--- src/rtl/vga_console_writer.sv ---
// ---------------------------------------------------------------------------
// vga_console_writer
//
// Takes a stream of bytes and turns it into single-cycle writes on the write
// port of the VGA character controller. It keeps a text cursor, so software
// or a UART sink can print text without working out memory addresses.
//
// Printable ASCII (0x20..0x7E) is written at the cursor, and the cursor then
// moves one column right. When it moves past the last column it goes to the
// start of the next row. It also handles these control codes:
//   0x0D CR : cursor to column 0, no write
//   0x0A LF : cursor to column 0 of the next row, then that row is blanked
//   0x08 BS : cursor one column left and a blank is written there
//   0x0C FF : cursor home and the whole screen is blanked
// Any other byte is consumed and ignored. Rows wrap from the last row back to
// row 0 (no scrolling). Every row that the cursor enters is blanked first.
//
// Ports (everything is in the clk_data domain):
//   clk_data    in   data clock, rising edge
//   rst_n       in   asynchronous active-low reset
//   in_valid    in   in_char holds a byte
//   in_char     in   ASCII byte or control code
//   in_ready    out  a byte can be accepted this cycle (IDLE only)
//   char_we     out  character-memory write strobe, one cycle per write
//   char_addr   out  {row[4:0], col[6:0]}
//   char_value  out  {24'h0, byte}
//   cursor_col  out  current cursor column
//   cursor_row  out  current cursor row
//   busy        out  high while a line or screen clear is running
// ---------------------------------------------------------------------------
module vga_console_writer #(
  parameter int          COLS           = 80,
  parameter int          ROWS           = 30,
  parameter bit          CLEAR_ON_RESET = 1'b1,
  parameter logic [7:0]  BLANK_CHAR     = 8'h20
) (
  input  logic        clk_data,
  input  logic        rst_n,
  input  logic        in_valid,
  input  logic [7:0]  in_char,
  output logic        in_ready,
  output logic        char_we,
  output logic [11:0] char_addr,
  output logic [31:0] char_value,
  output logic [6:0]  cursor_col,
  output logic [4:0]  cursor_row,
  output logic        busy
);

  localparam logic [2:0] RESET_WAIT = 3'd0;
  localparam logic [2:0] IDLE       = 3'd1;
  localparam logic [2:0] WRITE      = 3'd2;
  localparam logic [2:0] CLR_LINE   = 3'd3;
  localparam logic [2:0] CLR_SCREEN = 3'd4;

  localparam logic [6:0]  LAST_COL    = 7'(COLS - 1);
  localparam logic [4:0]  LAST_ROW    = 5'(ROWS - 1);
  localparam logic [31:0] BLANK_VALUE = {24'h0, BLANK_CHAR};

  logic [2:0] state;

  // A printable character moves the cursor on when its write finishes. The
  // blank written by a backspace does not, because the cursor has already
  // moved back.
  logic       advance_after_write;

  logic       accept;
  logic       printable;
  logic [4:0] next_row;
  logic [4:0] addr_row;
  logic [6:0] addr_col;

  // The clear sequences use char_addr itself as their position counter.
  // The output is registered already, so no second counter is needed.
  assign addr_row = char_addr[11:7];
  assign addr_col = char_addr[6:0];

  // in_ready is a register that is high exactly while the FSM is in IDLE.
  // This makes it a valid accept qualifier with no extra decoding.
  assign accept = in_valid && in_ready;

  always_comb begin
    // NOTE: every always_comb output gets a value before any condition, so
    // no path through the block can leave a latch behind.
    printable = 1'b0;
    next_row  = cursor_row + 5'd1;
    if (in_char >= 8'h20 && in_char <= 8'h7E) begin
      printable = 1'b1;
    end
    if (cursor_row == LAST_ROW) begin
      next_row = '0;
    end
  end

  // All outputs are registered. Each branch below loads the output values
  // that belong to the state it enters, so the outputs and the state
  // register always describe the same cycle.
  always_ff @(posedge clk_data or negedge rst_n) begin
    if (!rst_n) begin
      state               <= RESET_WAIT;
      advance_after_write <= 1'b0;
      in_ready            <= 1'b0;
      char_we             <= 1'b0;
      char_addr           <= '0;
      char_value          <= '0;
      cursor_col          <= '0;
      cursor_row          <= '0;
      busy                <= 1'b0;
    end else begin
      // NOTE: sequential state uses non-blocking assignments only. This lets
      // a later branch override the default below without creating any
      // ordering hazard between registers.
      char_we <= 1'b0;

      case (state)
        RESET_WAIT: begin
          if (CLEAR_ON_RESET) begin
            state      <= CLR_SCREEN;
            busy       <= 1'b1;
            char_we    <= 1'b1;
            char_addr  <= '0;
            char_value <= BLANK_VALUE;
          end else begin
            state    <= IDLE;
            in_ready <= 1'b1;
          end
        end

        IDLE: begin
          if (accept) begin
            if (printable) begin
              state               <= WRITE;
              in_ready            <= 1'b0;
              advance_after_write <= 1'b1;
              char_we             <= 1'b1;
              char_addr           <= {cursor_row, cursor_col};
              char_value          <= {24'h0, in_char};
            end else begin
              case (in_char)
                8'h0D: begin
                  cursor_col <= '0;
                end

                8'h0A: begin
                  cursor_col <= '0;
                  cursor_row <= next_row;
                  state      <= CLR_LINE;
                  in_ready   <= 1'b0;
                  busy       <= 1'b1;
                  char_we    <= 1'b1;
                  char_addr  <= {next_row, 7'd0};
                  char_value <= BLANK_VALUE;
                end

                8'h08: begin
                  // Backspace at column 0 does nothing.
                  if (cursor_col != 7'd0) begin
                    cursor_col          <= cursor_col - 7'd1;
                    state               <= WRITE;
                    in_ready            <= 1'b0;
                    advance_after_write <= 1'b0;
                    char_we             <= 1'b1;
                    char_addr           <= {cursor_row, cursor_col - 7'd1};
                    char_value          <= BLANK_VALUE;
                  end
                end

                8'h0C: begin
                  cursor_col <= '0;
                  cursor_row <= '0;
                  state      <= CLR_SCREEN;
                  in_ready   <= 1'b0;
                  busy       <= 1'b1;
                  char_we    <= 1'b1;
                  char_addr  <= '0;
                  char_value <= BLANK_VALUE;
                end

                default: begin
                  // Other codes are consumed and ignored.
                end
              endcase
            end
          end
        end

        WRITE: begin
          if (advance_after_write && cursor_col == LAST_COL) begin
            // The cursor wraps to a new row, so blank that row first.
            cursor_col <= '0;
            cursor_row <= next_row;
            state      <= CLR_LINE;
            busy       <= 1'b1;
            char_we    <= 1'b1;
            char_addr  <= {next_row, 7'd0};
            char_value <= BLANK_VALUE;
          end else begin
            if (advance_after_write) begin
              cursor_col <= cursor_col + 7'd1;
            end
            state    <= IDLE;
            in_ready <= 1'b1;
          end
        end

        CLR_LINE: begin
          if (addr_col == LAST_COL) begin
            state    <= IDLE;
            busy     <= 1'b0;
            in_ready <= 1'b1;
          end else begin
            char_we   <= 1'b1;
            char_addr <= {addr_row, addr_col + 7'd1};
          end
        end

        CLR_SCREEN: begin
          if (addr_col == LAST_COL) begin
            if (addr_row == LAST_ROW) begin
              state    <= IDLE;
              busy     <= 1'b0;
              in_ready <= 1'b1;
            end else begin
              char_we   <= 1'b1;
              char_addr <= {addr_row + 5'd1, 7'd0};
            end
          end else begin
            char_we   <= 1'b1;
            char_addr <= {addr_row, addr_col + 7'd1};
          end
        end

        default: begin
          // Unreachable encodings restart the power-up sequence.
          state    <= RESET_WAIT;
          in_ready <= 1'b0;
          busy     <= 1'b0;
        end
      endcase
    end
  end

endmodule

--- config.mk ---
export PLATFORM = sky130hd
export DESIGN_NAME = vga_console_writer
export DESIGN_NICKNAME = d
export VERILOG_FILES = /design/src/rtl/vga_console_writer.sv
export SDC_FILE = /design/constraint.sdc
export NUM_CORES = 1
export LEC_CHECK = 0
export ABC_CLOCK_PERIOD_IN_PS = 7250
export CAP_MARGIN = 20
export CORE_MARGIN = 4
export CORE_UTILIZATION = 50
export CTS_BUF_LIST = sky130_fd_sc_hd__clkbuf_2
export DETAILED_ROUTE_END_ITERATION = 10
export MAX_ROUTING_LAYER = met4
export PLACE_DENSITY = 0.76
export SLEW_MARGIN = 40
export SYNTH_ARGS = -nofsm -noshare
export SYNTH_HDL_FRONTEND = slang
export SYNTH_SLANG_ARGS = --single-unit
export TNS_END_PERCENT = 50
--- constraint.sdc ---
create_clock -name clk_data -period 7.25 [get_ports clk_data]
set_clock_uncertainty 0.15 [all_clocks]
set_input_delay 1.45 -clock clk_data [delete_from_list [all_inputs] [get_ports clk_data]]
set_output_delay 1.45 -clock clk_data [all_outputs]
set_load 0.05 [all_outputs]
# Yosys cells after proc, flatten, opt, wreduce, memory -nomap -nowiden
# Cells that the tools add are included.
[totals] register_bits=63 wordCells=137 input_bits=11 out_inout_bits=59
[op_classes] addsub=5 eq_ne=30 n_mux=66 reduce_logical=22 magnitude_cmp=2 n_bitwise=2
[ops] operator="$mux W32" n=4
[ops] operator="$pmux W32 S3" n=1
[ops] operator="$mux W12" n=6
[ops] operator="$pmux W32 S2" n=1
[ops] operator="$pmux W12 S5" n=1
[ops] operator="$mux W7" n=6
[ops] operator="$pmux W12 S3" n=1
[ops] operator="$eq A8 B4 Y1 const B" n=4
[ops] operator="$pmux W7 S2" n=2
[ops] operator="$mux W1" n=24
[ops] operator="$mux W5" n=4
[ops] operator="$ne A2 B2 Y1 const B" n=10
[ops] operator="$pmux W5 S2" n=2
[ops] operator="$mux W3" n=6
[ops] operator="$reduce_and A8 Y1" n=2
[ops] operator="$pmux W1 S5" n=3
[ops] operator="$pmux W3 S5" n=1
[ops] operator="$add A7 B1 Y7 const B" n=2
[ops] operator="$eq A7 B7 Y1 const B" n=2
[ops] operator="$reduce_and A7 Y1" n=2
[ops] operator="$ne A3 B3 Y1 const B" n=4
[ops] operator="$reduce_and A6 Y1" n=2
[ops] operator="$add A5 B1 Y5 const B" n=2
[ops] operator="$eq A5 B5 Y1 const B" n=2
[ops] operator="24 further kinds" n=33

# Logic depth before layout (Yosys ltp)
# Gate-level depths: netlist (run 1).
[depth] depth_word=6 mapped_depth=9 ltp_nobuf=7

# Worst setup path before layout (run 1)
# OpenSTA, ideal clock, no wires.
[synth_timing] path_kind="in2reg" startpoint="input port in_char[4]" endpoint="register cursor_row[0]" path_buffers=0 arrival_ns=3.241 path_slack_ns=3.734 setup_ns=0.125 path_stages=4 required_ns=6.975 cell_sequence="or4_4 or4_4 a221oi_4 mux2_2"
[synth_via] elab_chain_len=5 word_cells_on_any_way=13 cone_classes="order compare: 2; eq/ne: 4; mux: 5; reduce/logical: 2"
[synth_lines] item="start, declared" line="40" text="input logic [7:0] in_char,"
[synth_lines] item="$ge A8 B6 Y1, or another cell as far along" line="87" text="if (in_char >= 8'h20 && in_char <= 8'h7E) begin"
[synth_lines] item="$logic_and A1 B1 Y1 or $pmux W5 S2 (tied branches)" line="87, 139"
[synth_lines] item="$mux W1 or $mux W5 (tied branches)" line="87, 131"
[synth_lines] item="$ne A2 B2 Y1 (no line) or $mux W5 (tied branches)"
[synth_lines] item="$reduce_and A5 Y1 (no line) or $pmux W5 S2 (tied branches)"
[synth_lines] item="end signal, assigned" line="146" text="cursor_row <= next_row;"
[synth_lines] item="end signal, assigned" line="191" text="cursor_row <= next_row;"
[synth_lines] item="end, declared" line="46" text="output logic [4:0] cursor_row,"
# Several ways; a longest one is shown, not always the timed one. The select of a mux whose other input is x is not followed.
# A chain may end at the register's enable or synchronous reset.

# Worst setup path after layout (run 1)
[layout_timing] startpoint="input port in_char[3]" endpoint="register char_addr[4]"
[layout_via] elab_chain_len=6 word_cells_on_any_way=14 cone_classes="order compare: 2; eq/ne: 5; mux: 5; reduce/logical: 2"
[layout_lines] item="$ge A8 B6 Y1 or $le A8 B7 Y1 (tied branches)" line="87"
[layout_lines] item="$logic_and A1 B1 Y1" line="87"
[layout_lines] item="$mux W1" line="87"
[layout_lines] item="$mux W12" line="131" text="if (printable) begin"
[layout_lines] item="$mux W12" line="130" text="if (accept) begin"
[layout_lines] item="$pmux W12 S5" line="115" text="case (state)"
[layout_lines] item="end signal, assigned" line="136" text="char_addr <= {cursor_row, cursor_col};"
[layout_lines] item="end signal, assigned" line="151" text="char_addr <= {next_row, 7'd0};"
[layout_lines] item="end signal, assigned" line="163" text="char_addr <= {cursor_row, cursor_col - 7'd1};"
[layout_lines] item="end, declared" line="43" text="output logic [11:0] char_addr,"
# Several ways; a longest one is shown, not always the timed one. The select of a mux whose other input is x is not followed.

==> results of run 1 <==
through the flow:
step	utilization (%)	area [sq um]	hold WS, ps
6_report	59.60	3612	379.4
5_1_grt	59.60	3612	416.8
4_1_cts	59.50	3606	388.3
3_5_place_dp	58.84	3566	342.8
3_3_place_gp	58.79	3563	335.4
2_1_floorplan	-	3277	378.5
area by class of cell:
| cell class | instances | area (sq um) | area share [%] |
|---|---|---|---|
| clock buffers | 7 | 35.03 | 0.9699 |
| clock inverters | 1 | 5.005 | 0.1386 |
| inverters | 17 | 63.81 | 1.767 |
| multi-input cells | 290 | 1976 | 54.69 |
| flip-flops and latches | 39 | 975.9 | 27.02 |
| well taps | 75 | 93.84 | 2.598 |
| repair buffers | 47 | 462.9 | 12.82 |
path summary, 6_finish.rpt:
kind,startpoint,to,cells after the start
worst max register to register,cursor_col[0]$_DFFE_PN0P_,char_addr[7]$_DFFE_PN0P_,7
max in group asynchronous,rst_n,cursor_col[1]$_DFFE_PN0P_,1
worst min-delay path,char_value[7]$_DFFE_PN0P_,char_value[7]$_DFFE_PN0P_,1
min in group asynchronous,rst_n,char_value[7]$_DFFE_PN0P_,1
worst min register to register,char_value[7]$_DFFE_PN0P_,char_value[7]$_DFFE_PN0P_,1
worst max-delay path,in_char[3],char_addr[4]$_DFFE_PN0P_,6
per-layer routing:
metal,wire [um],global-route usage (%)
met1,3633,30.08
met2,3862,34.93
met3,710,4.421
met4,116,7.531
met5,0,-
placed cells by master, fill, tap and decap left out, types with 7 or more instances in the layout:
| cell | Yosys | layout |
|---|---|---|
| a21oi_1 | 14 | 14 |
| o21ai_0 | 15 | 15 |
| mux2_2 | 12 | 12 |
| ha_1 | 7 | 7 |
| nor3b_1 | 8 | 8 |
| nand2_1 | 28 | 28 |
| nand4_1 | 7 | 7 |
| clkbuf_2 | 0 | 7 |
| inv_1 | 17 | 17 |
| nor2_1 | 16 | 16 |
| nor3_1 | 10 | 10 |
| mux2i_1 | 9 | 9 |
| xnor2_1 | 7 | 7 |
| dfrtp_1 | 39 | 39 |
| clkdlybuf4s50_1 | 0 | 44 |
| nand3_1 | 22 | 22 |
| conb_1 | 1 | 24 |
flip-flops by register name (all words and copies together) (netlist names):
name                 count
advance_after_write      1
cursor_row               5
state                    3
char_addr               12
in_ready                 1
busy                     1
cursor_col               7
char_we                  1
char_value               8
critical path: cells and delay by family:
family | cells | cell delay, ps
AND/OR/NAND/NOR | 2 | 930
AO/OA/AOI/OAI | 3 | 860
buffers and inverters | 1 | 720
cells by family (layout without fill, tap and decap cells):
logic type | Yosys count | after routing
AOI/OAI and AO/OA | 97 | 97
xor gates and xnor gates | 8 | 8
adders and majority gates | 7 | 7
buffers and inverters | 63 | 72
DFF | 39 | 39
muxes | 21 | 21
other | 1 | 24
and+or+nand+nor | 133 | 133
power by group:
group,switching (W),leakage [nW],internal (W)
logic,0.000761,0.931,0.000463
registers,0.000166,0.488,0.000312
clock network,0.0000729,0.0330,0.0000263
==> out/qor.csv, run 1 <==
stage,metric,value,unit
logic_synthesis,synth-edff-count,0,
placed_design,dp_hpwl,5.988,mm
setup_path,critPathArrivalTime,3960,ps
logic_synthesis,synth_seq_cells,39,
sta,drv_slew,0,
logic_synthesis,synthTopCellsByCount,"39 x dfrtp_1, 28 x nand2_1, 24 x buf_4",
setup_path,worstSetupStartpointType,input port,
clocking,cts_tree,done,
power,p_per_area,498.9,mW/mm^2
setup_path,rrSetupSlack,4150,ps
sta,slew_headroom,43.99,%
logic_synthesis,postSynthAreaPerCell,8.647,sq um
clocking,clockBufferDepth,2,
setup_path,critPathSlowestCell,clkdlybuf4s50_1,
clocking,root_buffer,clkbuf_2,
logic_synthesis,async_reset_ff_share,100.0,%
sta,setup_ws,3415,ps
setup_path,path_cells,"clkdlybuf4s50_1, and4_2, a21o_1, a21oi_1, nor4b_2, o221ai_1",
sta,layout_min_cycle_time,3835,ps
setup_path,path_class,in -> reg,
logic_synthesis,ys.flop_type,dfrtp_1,
flow_run,maxCapViolations,0,
placed_design,io_buffers,45,
setup_path,end_kind,flip-flop,
outcome,status,"complete, no violations",
final_layout,final_nets,418,
power,p_total,0.001802,W
logic_synthesis,synth.top_cell.area_share,30.59,%
final_layout,fillerInstances,528,
logic_synthesis,muxShareOfSynthArea,7.059,%
clocking,worstSkewPairLatency,400,ps
die,initial_core_util,52.64,%
placed_design,dp_cells,468,
sta,finalCritPeriodShare,52.90,%
global_routing,overflow,0,
logic_synthesis,yosys_warnings,0,
placed_design,pre_cts_slack,2829,ps
final_layout,layout-drive-gt1-share,10.72,%
detailed_routing,drtPass1Iterations,4,
clocking,numCtsBuffers,5,
setup_path,worstPathMaxFanout,15,
clocking,htreeDepth,2,
setup_path,critPathRequiredTime,7380,ps
die,core_area,0.006061,sq mm
logic_synthesis,yosysMostFrequentCell,dfrtp_1,
power,p_leak,1.452,nW
die,ios,70,
logic_synthesis,synth_top_family_by_area,simple AND/OR/NAND/NOR gates,
global_routing,grt_first_pass_wirelength,13.48,mm
logic_synthesis,syn_area,0.003191,sq mm
die,die_y,87.88,um
die,die_w,87.88,um
detailed_routing,wl_per_cell,17.49,um
logic_synthesis,synth_simple_gate_area_share,24.16,%
clocking,clkTransAtPathRegs,190,ps
final_layout,n_antenna_cell,0,
min_path,holdCritPathClass,reg -> reg,
sta,rsz0062_at_grt,no,
detailed_routing,drt-initial-drc-count,257,
global_routing,grt_pass1_vias,2817,
logic_synthesis,synthXorXnorAreaFrac,2.196,%
logic_synthesis,synth_cell_type_count,68,
clocking,post_cts_buffers,0,
global_routing,track_usage,22.72,%
detailed_routing,wirelength,8.324,mm
die,die_area,0.007723,sq mm
logic_synthesis,synth_compound_gate_area_share,22.75,%
detailed_routing,ant_nets,0,
sta,finalSetupViolCount,0,
setup_path,crit_path_max_incr_delay,720,ps
clocking,cts.sinks,39,
logic_synthesis,seq_area_frac_synth,30.59,%
detailed_routing,drc_errors,0,
logic_synthesis,synth_area_leaders,"dfrtp_1 31%, buf_4 5.6%, mux2_2 4.2%, nand3_1 3.5%, nand2_1 3.3%",
final_layout,stdcell_count,476,
die,num_rows,28,
global_routing,antenna_found_initial,0,
sta,fmax,260.8,MHz
detailed_routing,dr_total_vias,3001,
placed_design,globalplace.congestion,0.8902,
detailed_routing,via_per_inst,6.305,
power,ir_drop,258.3,uV
logic_synthesis,yosys.area.top_type,dfrtp_1,
global_routing,grt_start_max_net_pins,40,
sta,tns,0,ps
logic_synthesis,yosys.area_share.adder,2.745,%
clocking,cts_hold_buf,0,
final_layout,area_growth,13.22,%
logic_synthesis,syn_inst,369,
clocking,post_cts_resized,0,
sta,hold_viol,0,
sta,worst_pin_slew,828.9,ps
Note: power is estimated with default switching activity, not from simulation.
==> run 2, diff against run 1 <==
ABC_CLOCK_PERIOD_IN_PS = 3100   (was 7250)
CORE_UTILIZATION = 48   (was 50)
clock period = 3.1 ns   (was 7.25 ns; I/O delays follow)
==> run 2 against run 1 <==
  * The run now ends with hold timing left
  * Die area is 3.8% higher
  * Sequential share of layout area decreased by 1.6 points
  * Non-clock buffer count up 25
  * Critical path type is now reg -> reg
  * Largest cell class unchanged
==> out/qor.csv, run 2 (synthesized netlist as in run 1, its figures left out) <==
stage,metric,value,unit,change
sta,finalSetupViolCount,0,,unchanged
sta,rsz0062_at_grt,no,,unchanged
detailed_routing,wl_met3,523,um,was 710 um
detailed_routing,drt-initial-drc-count,213,,was 257
detailed_routing,via_per_inst,6.131,,was 6.305
global_routing,track_usage,22.70,%,was 22.72%
global_routing,grt_first_pass_wirelength,14.01,mm,was 13.48 mm
die,num_rows,29,,was 28
clocking,cts.sinks,39,,unchanged
outcome,status,"finished, violations left",,"was complete, no violations"
flow_run,maxCapViolations,0,,unchanged
final_layout,final_area,0.003832,sq mm,was 0.003612 sq mm
final_layout,n_antenna_cell,0,,unchanged
clocking,clockBufferDepth,2,,unchanged
placed_design,dp_cells,495,,was 468
sta,hold_ws,-3.527,ps,was 379.4 ps
final_layout,regMostFlops,char_addr,,unchanged
detailed_routing,wirelength,8.467,mm,was 8.324 mm
die,die_area,0.008016,sq mm,was 0.007723 sq mm
clocking,worstSkewPairLatency,410,ps,was 400 ps
sta,finalCritPeriodShare,89.30,%,
power,p_leak,1.585,nW,was 1.452 nW
outcome,failed_checks,hold timing,,
clocking,numCtsBuffers,5,,unchanged
clocking,cts_hold_buf,0,,unchanged
power,ir_drop,634.3,uV,was 258.3 uV
min_path,holdCritPathClass,in -> async,,was reg -> reg
setup_path,worstSetupStartpointType,flip-flop,,was input port
setup_path,rrSetupSlack,330,ps,was 4150 ps
setup_path,worstPathMaxFanout,6,,was 15
die,die_w,89.53,um,was 87.88 um
setup_path,cp-endpoint,char_addr[3]$_DFFE_PN0P_,,was char_addr[4]$_DFFE_PN0P_
die,initial_core_util,49.96,%,was 52.64%
detailed_routing,wl_met1,3.817,mm,was 3.633 mm
clocking,cts_tree,done,,unchanged
setup_path,worstReg2RegStart,char_addr[0]$_DFFE_PN0P_,,was cursor_col[0]$_DFFE_PN0P_
sta,layout_min_cycle_time,2768,ps,
setup_path,path_cells,"ha_1, nand4b_1, or2_2, a221oi_1, nor3b_1, o2bb2ai_1",,"was clkdlybuf4s50_1, and4_2, a21o_1, a21oi_1, nor4b_2, o221ai_1"
final_layout,top_regs,"char_addr (12), char_value (8), cursor_col (7)",,unchanged
final_layout,layout-drive-gt1-share,15.49,%,was 10.72%
setup_path,end_kind,flip-flop,,unchanged
die,die_y,89.53,um,was 87.88 um
setup_path,critPathLaunch,char_addr[0]$_DFFE_PN0P_,,was in_char[3]
detailed_routing,dr.max_layer_used,met4,,unchanged
detailed_routing,met2WireLength,4.009,mm,was 3.862 mm
detailed_routing,wl_per_cell,16.83,um,was 17.49 um
setup_path,path_class,reg -> reg,,was in -> reg
detailed_routing,dr_total_vias,3084,,was 3001
global_routing,overflow,0,,unchanged
setup_path,crit_path_max_incr_delay,630,ps,was 720 ps
setup_path,critPathSlowestCell,nor3b_1,,was clkdlybuf4s50_1
die,core_area,0.006386,sq mm,was 0.006061 sq mm
sta,tns,0,ps,unchanged
placed_design,globalplace.congestion,0.8594,,was 0.8902
placed_design,io_buffers,45,,unchanged
placed_design,dp_hpwl,6.293,mm,was 5.988 mm
setup_path,r2r_cells,6,,was 7
sta,fmax,361.2,MHz,
setup_path,critPathRequiredTime,3300,ps,was 7380 ps
global_routing,antenna_found_initial,0,,unchanged
sta,drv_slew,0,,unchanged
sta,slew_headroom,48.99,%,was 43.99%
setup_path,critPathArrivalTime,2970,ps,was 3960 ps
die,ios,70,,unchanged
power,p_per_area,1160,mW/mm^2,was 498.9 mW/mm^2
clocking,clkTransAtPathRegs,220,ps,was 190 ps
global_routing,grt_pass1_vias,2941,,was 2817
detailed_routing,ant_nets,0,,unchanged
final_layout,final_nets,443,,was 418
sta,worst_pin_slew,754.9,ps,was 828.9 ps
final_layout,area_growth,20.12,%,was 13.22%
final_layout,final_common_cell,clkdlybuf4s50_1,,unchanged
final_layout,largest_reg_flops,12,,unchanged
clocking,root_buffer,clkbuf_2,,unchanged
final_layout,final_cell_mix,"44 x clkdlybuf4s50_1, 39 x dfrtp_1, 28 x nand2_1",,unchanged
global_routing,grt_start_max_net_pins,40,,unchanged
detailed_routing,drtPass1Iterations,6,,was 4
clocking,post_cts_buffers,0,,unchanged
setup_path,r2r-end,char_addr[3]$_DFFE_PN0P_,,was char_addr[7]$_DFFE_PN0P_
clocking,htreeDepth,2,,unchanged
clocking,post_cts_resized,0,,unchanged
placed_design,dpl_cell_area,0.003769,sq mm,was 0.003566 sq mm
detailed_routing,drc_errors,0,,unchanged
final_layout,stdcell_count,503,,was 476
sta,hold_viol,7,,was 0
==> run 2: worst min path at each step <==
| stage | depth (start not counted) | start | to |
|---|---|---|---|
| 6_report | 1 | rst_n | cursor_row[0]$_DFFE_PN0P_ |
| 5_1_grt | 1 | rst_n | char_we$_DFF_PN0_ |
| 4_1_cts | 1 | rst_n | char_we$_DFF_PN0_ |
| 3_5_place_dp | 1 | char_value[7]$_DFFE_PN0P_ | char_value[7]$_DFFE_PN0P_ |
| 3_3_place_gp | 1 | char_value[7]$_DFFE_PN0P_ | char_value[7]$_DFFE_PN0P_ |
| 2_1_floorplan | 0 | rst_n | advance_after_write$_DFFE_PN0P_ |
==> run 2: critical path, delay by kind of cell, from the launching register on <==
family / cells / cell delay, ps
AND/OR/NAND/NOR: 3 / 1260
adder cells (fa/ha/maj): 1 / 250
AO/OA/AOI/OAI: 2 / 580
flip-flops: 1 / 480
==> run 2: through the flow <==
| stage | hold WS, ps | setup slack [ps] | power (W) | util (%) |
|---|---|---|---|---|
| floorplan | 174.4 | 234.1 | 0.003191 | - |
| global placement | 337.7 | -73.66 | 0.004056 | 58.97 |
| detailed placement | 345.5 | -96.20 | 0.004108 | 59.01 |
| CTS | 8.398 | 347.2 | 0.004438 | 60.01 |
| global route | 22.54 | 107.9 | 0.004727 | 60.01 |
| finish | -3.527 | 331.6 | 0.004444 | 60.01 |
==> run 2: layout make-up <==
type	count	area [sq um]
Sequential cell	39	975.9
Fill cell	579	2554
Clock buffer	5	25.02
Timing Repair Buffer	72	663.1
Inverter	17	63.81
Multi-Input combinational cell	290	1969
Tap cell	77	96.34
Clock inverter	3	38.79
==> run 2: metal layers <==
layer,GRT usage (%),vias up
met2,35.90,157
li1,-,1445
met5,-,-
met4,6.631,0
met1,30.30,1470
met3,3.134,12
==> run 2: report_power, final <==
part | internal, W | total [W] | leakage [nW] | switching (W)
clock network | 0.000133 | 0.000315 | 0.0404 | 0.000183
registers | 0.000731 | 0.00104 | 0.488 | 0.000307
logic | 0.00121 | 0.00309 | 1.06 | 0.00188
total | 0.00208 | 0.00444 | 1.58 | 0.00237
==> run 3, diff against run 2 <==
GPL_TIMING_DRIVEN = 0   (was unset)
==> run 3 against run 2 <==
  * Largest power group unchanged
  * Critical endpoint is now cursor_row[0]$_DFFE_PN0P_
  * Critical path type is now in -> reg
  * Fmax fell by 5.6%
  * The run still ends with hold timing left
  * Routed wire length fell by 0.17%
  * Global-route usage fell by 0.40 points
  * Highest routed layer unchanged
==> out/qor.csv, run 3 (synthesized netlist as in run 1, its figures left out) <==
stage,metric,value,unit,change
setup_path,worstPathMaxFanout,6,,unchanged
final_layout,layout-drive-gt1-share,16.06,%,was 15.49%
sta,layout_min_cycle_time,2932,ps,was 2768 ps
clocking,worstSkewPairLatency,400,ps,was 410 ps
power,p_clk_share,5.1,%,was 7.1%
outcome,failed_checks,hold timing,,unchanged
outcome,status,"finished, violations left",,unchanged
final_layout,final_nets,461,,was 443
die,die_area,0.008016,sq mm,unchanged
detailed_routing,dr_total_vias,3100,,was 3084
setup_path,worstReg2RegStart,state[0]$_DFFE_PN0P_,,was char_addr[0]$_DFFE_PN0P_
sta,tns,0,ps,unchanged
detailed_routing,wirelength,8.453,mm,was 8.467 mm
final_layout,largest_reg_flops,12,,unchanged
die,core_area,0.006386,sq mm,unchanged
final_layout,final_common_cell,clkdlybuf4s50_1,,unchanged
sta,hold_ws,-3.694,ps,was -3.527 ps
clocking,numCtsBuffers,5,,unchanged
placed_design,io_buffers,42,,was 45
placed_design,dp_cells,511,,was 495
setup_path,end_kind,flip-flop,,unchanged
detailed_routing,via_per_inst,5.973,,was 6.131
power,p_leak,1.613,nW,was 1.585 nW
final_layout,top_regs,"char_addr (12), char_value (8), cursor_col (7)",,unchanged
setup_path,path_class,in -> reg,,was reg -> reg
min_path,holdCritPathClass,in -> async,,unchanged
setup_path,cpMostUsedCell,or4_4,,
sta,drv_slew,0,,unchanged
clocking,cts_hold_buf,0,,unchanged
detailed_routing,drtPass1Iterations,5,,was 6
sta,finalSetupViolCount,0,,unchanged
power,p_seq_share,22.6,%,was 23.3%
global_routing,grt_start_max_net_pins,40,,unchanged
clocking,root_buffer,clkbuf_2,,unchanged
setup_path,rrSetupSlack,250,ps,was 330 ps
die,num_rows,29,,unchanged
die,die_w,89.53,um,unchanged
sta,hold_viol,1,,was 7
flow_run,maxCapViolations,0,,unchanged
power,pwr-share-comb,72.4,%,was 69.6%
clocking,clockBufferDepth,2,,unchanged
setup_path,r2r_cells,8,,was 6
clocking,htreeDepth,2,,unchanged
clocking,cts_tree,done,,unchanged
sta,fmax,341.1,MHz,was 361.2 MHz
setup_path,r2r-end,char_addr[8]$_DFFE_PN0P_,,was char_addr[3]$_DFFE_PN0P_
sta,worst_pin_slew,716.4,ps,was 754.9 ps
placed_design,dp_hpwl,6.213,mm,was 6.293 mm
setup_path,critPathRequiredTime,3260,ps,was 3300 ps
detailed_routing,ant_nets,0,,unchanged
final_layout,final_area,0.003860,sq mm,was 0.003832 sq mm
setup_path,critPathArrivalTime,3090,ps,was 2970 ps
final_layout,area_growth,20.98,%,was 20.12%
power,p_per_area,1121,mW/mm^2,was 1160 mW/mm^2
global_routing,overflow,0,,unchanged
final_layout,fillerInstances,592,,was 579
clocking,cts.sinks,39,,unchanged
power,netSwitchingFraction,54.78,%,was 53.30%
power,intPower,0.001957,W,was 0.002075 W
power,ir_drop,600.7,uV,was 634.3 uV
final_layout,n_antenna_cell,0,,unchanged
final_layout,regArea,975.9,sq um,unchanged
placed_design,dpl_cell_area,0.003796,sq mm,was 0.003769 sq mm
setup_path,worstSetupStartpointType,input port,,was flip-flop
final_layout,regMostFlops,char_addr,,unchanged
global_routing,antenna_found_initial,0,,unchanged
die,die_y,89.53,um,unchanged
clocking,clkTransAtPathRegs,200,ps,was 220 ps
setup_path,crit_path_max_incr_delay,570,ps,was 630 ps
final_layout,multi_input_area,0.001993,sq mm,was 0.001969 sq mm
global_routing,grt_first_pass_wirelength,13.70,mm,was 14.01 mm
final_layout,final_cell_mix,"41 x clkdlybuf4s50_1, 39 x dfrtp_1, 28 x nand2_1",,"was 44 x clkdlybuf4s50_1, 39 x dfrtp_1, 28 x nand2_1"
detailed_routing,drc_errors,0,,unchanged
sta,rsz0062_at_grt,no,,unchanged
placed_design,globalplace.congestion,0.8978,,was 0.8594
sta,finalCritPeriodShare,94.58,%,was 89.30%
detailed_routing,wl_per_cell,16.29,um,was 16.83 um
power,power_switching,0.002371,W,was 0.002369 W
global_routing,track_usage,22.29,%,was 22.70%
global_routing,grt_pass1_vias,2803,,was 2941
setup_path,path_cells,"clkdlybuf4s50_1, or4_4, or4_4, a221oi_4, mux2_2",,"was ha_1, nand4b_1, or2_2, a221oi_1, nor3b_1, o2bb2ai_1"
setup_path,critPathSlowestCell,or4_4,,was nor3b_1
die,initial_core_util,49.96,%,unchanged
sta,slew_headroom,52.03,%,was 48.99%
detailed_routing,drt-initial-drc-count,278,,was 213
final_layout,stdcell_count,519,,was 503
die,ios,70,,unchanged
==> run 3: changes by cell type in the layout (fill, tap and decap cells not counted), sizes merged <==
cell,previous run,this run
clkbuf,5,23
buf,28,32
clkdlybuf4s50,44,41
clkinv,2,0
bufinv,1,0
==> run 3: layer usage <==
layer  vias up  global-route usage (%)  share of wire, %
met5         -                       -                 0
met4         0                   4.601              0.90
met3        10                   3.410               7.2
met2       137                   34.29                46
met1      1466                   31.21                45
li1       1487                       -                 -
==> run 3: layout make-up <==
class / count / share of cell area [%]
sequential: 39 / 25.28
timing repair buffer: 44 / 11.22
multi-input combinational: 290 / 51.64
buffer: 46 / 6.937
inverter: 17 / 1.653
clock buffer: 6 / 0.7780
tap: 77 / 2.496
==> run 3: what timing repair did <==
action	CTS	global route
resized for setup	1	1
setup endpoints to repair	6	7
pin swaps	0	1
setup buffers	0	2
==> run 3: how the worst max path moves through the flow <==
stage | from | endpoint | slack [ps] | cells after the start
6_report | in_char[5] | cursor_row[0]$_DFFE_PN0P_ | 170 | 5
5_1_grt | cursor_col[0]$_DFFE_PN0P_ | char_addr[4]$_DFFE_PN0P_ | 110 | 8
4_1_cts | cursor_col[0]$_DFFE_PN0P_ | char_addr[11]$_DFFE_PN0P_ | 170 | 8
3_5_place_dp | in_char[5] | char_addr[11]$_DFFE_PN0P_ | -260 | 6
3_3_place_gp | in_char[4] | cursor_row[1]$_DFFE_PN0P_ | -240 | 5
2_1_floorplan | cursor_col[0]$_DFFE_PN0P_ | char_addr[9]$_DFFE_PN0P_ | 230 | 8
==> run 3: power groups by stage <==
stage | clock network, W | logic [W] | registers (W)
CTS | 0.000223 | 0.00307 | 0.000973
floorplan | 0 | 0.00156 | 0.00163
global route | 0.000241 | 0.00335 | 0.00102
finish | 0.000219 | 0.00313 | 0.000976
detailed placement | 0 | 0.00305 | 0.000981
global placement | 0 | 0.00302 | 0.000970
==> run 3: stage by stage <==
stage	hold WS (ps)	setup WS [ps]	power (W)	utilization [%]
3_3_place_gp	335.4	-237.2	0.003987	59.40
2_1_floorplan	174.4	234.1	0.003191	-
4_1_cts	32.43	165.7	0.004262	59.99
6_report	-3.694	168.1	0.004328	60.44
3_5_place_dp	340.6	-256.7	0.004032	59.44
5_1_grt	28.69	106.2	0.004607	60.44
==> run 3: worst max-delay path: cells and delay by family <==
kind	cells	cell delay (ps)
simple gates	2	1110
compound gates	1	450
buf+inv	1	520
mux	1	380
